## config.mk

```make
export PLATFORM = sky130hd
export DESIGN_NAME = cnn_weight_streamer_1x1
export DESIGN_NICKNAME = d
export VERILOG_FILES = /design/src/rtl/cnn_weight_streamer_1x1.sv
export SDC_FILE = /design/constraint.sdc
export NUM_CORES = 1
export LEC_CHECK = 0
export ABC_CLOCK_PERIOD_IN_PS = 5200
export CORE_MARGIN = 10
export CORE_UTILIZATION = 55
export DETAILED_ROUTE_END_ITERATION = 6
export GPL_TIMING_DRIVEN = 0
export PLACE_DENSITY_LB_ADDON = 0.15
export SYNTH_ARGS = -nofsm -noshare
export SYNTH_HDL_FRONTEND = slang
export SYNTH_SLANG_ARGS = --single-unit
```

## constraint.sdc

```tcl
create_clock -name clk -period 5.2 [get_ports clk]
set_input_delay 1.04 -clock clk [delete_from_list [all_inputs] [get_ports clk]]
set_output_delay 1.04 -clock clk [all_outputs]
set_load 0.005 [all_outputs]
```

## src/rtl/cnn_weight_streamer_1x1.sv

```systemverilog
`default_nettype none
// ============================================================================
// Module   : cnn_weight_streamer_1x1
// Purpose  : Reads CHANNEL_NUM_IN*CHANNEL_NUM_OUT weights from a synchronous
//            weight memory and emits them as a valid-qualified stream with
//            per-filter boundary markers and start/busy/done control.
// Revision : 1.0 - initial release
// ============================================================================
module cnn_weight_streamer_1x1 #(
    parameter int DATA_WIDTH      = 16,
    parameter int CHANNEL_NUM_IN  = 64,
    parameter int CHANNEL_NUM_OUT = 128,
    parameter int ADDR_WIDTH      = 14,
    parameter int BASE_ADDR       = 0
) (
    input  logic                  clk,
    input  logic                  reset,
    input  logic                  start,
    input  logic                  stall,
    output logic                  mem_rd_en,
    output logic [ADDR_WIDTH-1:0] mem_addr,
    input  logic [DATA_WIDTH-1:0] mem_rd_data,
    output logic [DATA_WIDTH-1:0] weight_out,
    output logic                  valid_weight_out,
    output logic                  filter_last,
    output logic                  busy,
    output logic                  done
);

    localparam int N     = CHANNEL_NUM_IN * CHANNEL_NUM_OUT;
    localparam int CNT_W = $clog2(N + 1);
    localparam int FIL_W = (CHANNEL_NUM_IN > 1) ? $clog2(CHANNEL_NUM_IN) : 1;

    localparam logic [CNT_W-1:0]      LAST_CNT  = CNT_W'(N - 1);
    localparam logic [FIL_W-1:0]      LAST_FIL  = FIL_W'(CHANNEL_NUM_IN - 1);
    localparam logic [ADDR_WIDTH-1:0] BASE_A    = ADDR_WIDTH'(BASE_ADDR);

    localparam logic [1:0] ST_IDLE  = 2'd0;
    localparam logic [1:0] ST_FETCH = 2'd1;
    localparam logic [1:0] ST_DRAIN = 2'd2;
    localparam logic [1:0] ST_DONE  = 2'd3;

    logic [1:0]            state_q,     state_d;
    logic [ADDR_WIDTH-1:0] addr_q,      addr_d;
    logic [CNT_W-1:0]      cnt_q,       cnt_d;
    logic [FIL_W-1:0]      fil_q,       fil_d;
    logic                  rd_en_d1_q,  rd_en_d1_d;
    logic                  rd_last_d1_q, rd_last_d1_d;
    logic [DATA_WIDTH-1:0] weight_q,    weight_d;
    logic                  valid_q,     valid_d;
    logic                  last_q,      last_d;

    logic w_issue;
    logic w_last_read;
    logic w_fil_end;

    assign w_issue     = (state_q == ST_FETCH) && !stall;
    assign w_last_read = w_issue && (cnt_q == LAST_CNT);
    assign w_fil_end   = (fil_q == LAST_FIL);

    // Control FSM: address/count/filter-index sequencing of memory reads.
    always_comb begin
        state_d = state_q;
        addr_d  = addr_q;
        cnt_d   = cnt_q;
        fil_d   = fil_q;
        case (state_q)
            ST_IDLE: begin
                if (start) begin
                    state_d = ST_FETCH;
                    addr_d  = BASE_A;
                    cnt_d   = '0;
                    fil_d   = '0;
                end
            end
            ST_FETCH: begin
                if (w_issue) begin
                    addr_d = addr_q + ADDR_WIDTH'(1);
                    cnt_d  = cnt_q + CNT_W'(1);
                    fil_d  = w_fil_end ? '0 : fil_q + FIL_W'(1);
                    if (w_last_read) begin
                        state_d = ST_DRAIN;
                    end
                end
            end
            ST_DRAIN: begin
                // The cycle in which no read is left in the first pipeline
                // stage is the one emitting the final valid; done follows it.
                if (!rd_en_d1_q) begin
                    state_d = ST_DONE;
                end
            end
            ST_DONE: begin
                state_d = ST_IDLE;
            end
            default: begin
                state_d = ST_IDLE;
            end
        endcase
    end

    // Read pipeline: memory latency stage, then output register.
    always_comb begin
        rd_en_d1_d   = w_issue;
        rd_last_d1_d = w_issue && w_fil_end;
        valid_d      = rd_en_d1_q;
        last_d       = rd_last_d1_q;
        weight_d     = rd_en_d1_q ? mem_rd_data : weight_q;
    end

    // State and datapath registers with asynchronous active-low reset.
    always_ff @(posedge clk or negedge reset) begin
        if (!reset) begin
            state_q      <= ST_IDLE;
            addr_q       <= BASE_A;
            cnt_q        <= '0;
            fil_q        <= '0;
            rd_en_d1_q   <= 1'b0;
            rd_last_d1_q <= 1'b0;
            weight_q     <= '0;
            valid_q      <= 1'b0;
            last_q       <= 1'b0;
        end else begin
            state_q      <= state_d;
            addr_q       <= addr_d;
            cnt_q        <= cnt_d;
            fil_q        <= fil_d;
            rd_en_d1_q   <= rd_en_d1_d;
            rd_last_d1_q <= rd_last_d1_d;
            weight_q     <= weight_d;
            valid_q      <= valid_d;
            last_q       <= last_d;
        end
    end

    assign mem_rd_en        = w_issue;
    assign mem_addr         = addr_q;
    assign weight_out       = weight_q;
    assign valid_weight_out = valid_q;
    assign filter_last      = last_q;
    assign busy             = (state_q == ST_FETCH) || (state_q == ST_DRAIN);
    assign done             = (state_q == ST_DONE);

endmodule
`default_nettype wire

```

==> reports/summary.txt <==
Via Count - 2,169
Antenna diodes - 0
Std-Cell Rows - 25
RSZ-0062 raised after global routing - no
Avg Inst Size Synth - 10.5 sq um
HP Start - last_d$_DFF_PN0_
critical path required time - 4.16 ns
total gr overflow - 0
CP Capture Type - output port
initial antenna violation count - 0
Critical Path Max Stage Delay - 0.52 ns
Max transition margin - 55.6%
starting density of the core - 56.9%
worst skew pair latency - 0.31 ns
Post-synth ARST share - 100%
Sink Count - 56
Fin Setup TNS - 0 ns
worst reg2reg endpoint - cnt_q[10]$_DFFE_PN0P_
CP Cell Sequence - clkdlybuf4s50_1, nand2b_1, inv_1, clkdlybuf4s50_1
overall power - 1.16 mW
Least-Margin Pin Slew - 0.660 ns
Clock Skew - 0.00659 ns
WHS Endpoint - filter_last$_DFF_PN0_
Top FF cell, synth - dfrtp_1
Distinct cells, synth - 41
worst setup path category - primary input to output port
drt pass-1 iters - 4
drt wl/cell - 15.6 um
Seq pwr share - 51.0%
cts bufs inserted - 5
Worst Path Max Fanout - 5
Sw Share - 29.7%
Lkg Pwr - 1.44 nW
most common cell after layout, fill and taps aside - dfrtp_1
commonest non-fill, non-tap cells in the layout - dfrtp_1 (56), clkdlybuf4s50_1 (53), o21ai_0 (22)
r2r setup slk - 2.77 ns
MaxCap Viol Count - 0
Power Density - 338 nW/um^2
buffer depth of the longest clock path - 2
Gate power share - 23.9%
fmax - 292 MHz
Post-DP HPWL - 4410 um
Port Buffers - 54
CTS tree - done
cts hold-fix bufs - 0
sequential element share of the synthesized area - 52.1%
Pins Over Slew Limit - 0
ratio of cells with drive above 1 in the final layout - 10.7%
outcome - complete, no violations
GP Congestion - 0.846
DR vias/cell - 5.62
Clk pwr share - 25.1%
1st-iter DRT viols - 179
YS warnings - 0
worst r2r path cells - 8
slowest CP cell - clkdlybuf4s50_1
HP Class - register to register
Die Span Y - 89.9 um
global-route wire length before repair - 10,400 um
Buf+Inv Stages, Crit Path - 3
Worst VDD drop - 0.228 mV
CP arrival - 2.38 ns
number of synthesized register bits - 56
Synth Cell Area - 2690 sq um
die width - 89.9 um
Cells on Worst Hold Path - 0
cell with the most instances on the worst path - clkdlybuf4s50_1
Period minus WS final - 3.42 ns
Startpoint Class - primary input
final worst-path cycle share - 65.8%
Crit path depth - 4
Resized Gates After CTS - 0
vias in the first global route - 2,109
Top-Level Pins - 55
post-route ant nets - 0
area grow syn2layout - 28.1%
Final #Nets - 346
largest net degree at the start of global routing - 34
Mapped Nets - 284
Die ar. - 8080 sq um
H-tree level count - 2
Setup Viol. Count Final - 0
Post-CTS Setup Inserts - 0
r2r startpoint - state_q[1]$_DFFE_PN0P_
P_int - 819 uW
root buffer cell - clkbuf_8
NetSw - 345 uW
drt drc - 0
core box area - 4720 sq um
top cell family by delay on the critical path - buffers and inverters
EDFF count, synth - 0
Hold Fails Final Rpt - 0
Reg clk slew, reported paths - 0.10 ns
Routed WL - 6020 um
Syn Inst Count - 256
Global Route Usage Sum - 15.1%
-- through the flow --
stage / setup slack [ns] / instances / hold WS (ns) / cell area [sq um] / utilization, %
6_report: 1.78 / 386 / 0.365 / 3440 / 72.9
5_1_grt: 1.67 / 386 / 0.388 / 3440 / 72.9
4_1_cts: 1.77 / 386 / 0.374 / 3440 / 72.9
3_5_place_dp: 1.77 / 378 / 0.350 / 3330 / 70.4
3_3_place_gp: 1.37 / 377 / 0.335 / 3310 / 70.1
2_1_floorplan: 2.62 / 256 / 0.331 / 2690 / -
-- registers in the layout (all words and copies together), names as in the netlist --
| register | flops |
|---|---|
| cnt_q | 14 |
| fil_q | 6 |
| filter_last | 1 |
| last_d | 1 |
| mem_addr | 14 |
| rd_en_d1_q | 1 |
| state_q | 2 |
| valid_weight_out | 1 |
| weight_out | 16 |
-- cells by family (layout without fill, tap and decap cells) --
group	count (synthesis)	in the layout	synth area share (%)
simple gates	87	87	16.9
compound gates	61	61	14.3
flops	56	56	52.1
mux	21	21	8.61
buf+inv	19	82	2.98
fa+ha+maj	8	8	3.72
xor+xnor	4	4	1.30
-- cells in the mapped netlist, types with 2 or more instances --
master    instances  area (sq um)
a22o_1            5          43.8
and3_1            5          31.3
nor4_1            6          37.5
o21ai_0          22           110
or4_1             6          45.0
or2_2             4          25.0
nor3_1            3          15.0
ha_1              8           100
dfrtp_1          56          1400
mux2i_1           4          40.0
o31ai_1           7          52.6
a21oi_1          13          65.1
nand2_1          18          67.6
a31oi_1           5          31.3
nor2_1           13          48.8
nand2b_1          5          31.3
mux2_2           17           191
clkbuf_1          9          33.8
or3_1             2          12.5
xnor2_1           3          26.3
inv_1             8          30.0
nand3_1          15          75.1
nand4_1           4          25.0
-- power by group through the flow --
stage                     sequential [mW]  clock [mW]  combinational [mW]
after floorplan                     0.588           0               0.149
after global placement              0.597           0               0.272
after detailed placement            0.599           0               0.282
after CTS                           0.592       0.298               0.283
after global routing                0.611       0.316               0.313
final                               0.594       0.292               0.278
-- worst max path at each step --
stage,startpoint,endpoint,slack (ns)
floorplan,stall,state_q[1]$_DFFE_PN0P_,2.62
global placement,reset,mem_addr[3]$_DFFE_PN0P_,1.37
detailed placement,stall,mem_rd_en,1.77
CTS,stall,mem_rd_en,1.77
global route,stall,mem_rd_en,1.67
finish,stall,mem_rd_en,1.78
-- routing by layer --
metal | wire length, um | GRT usage [%] | up-vias
met5 | 0 | 0 | -
met4 | 49 | 3.18 | 0
met3 | 363 | 4.07 | 5
met2 | 2600 | 22.8 | 63
met1 | 3000 | 21.0 | 1028
li1 | - | - | 1073
-- layout make-up --
class | count | area (sq um)
clock inverters | 3 | 46.3
flip-flops and latches | 56 | 1400
plain buffers | 11 | 50.0
multi-input cells | 181 | 1210
well taps | 67 | 83.8
clock buffers | 5 | 68.8
repair buffers | 55 | 556
inverters | 8 | 30.0
fillers | 356 | 1280
(Power assumes the default switching activity.)
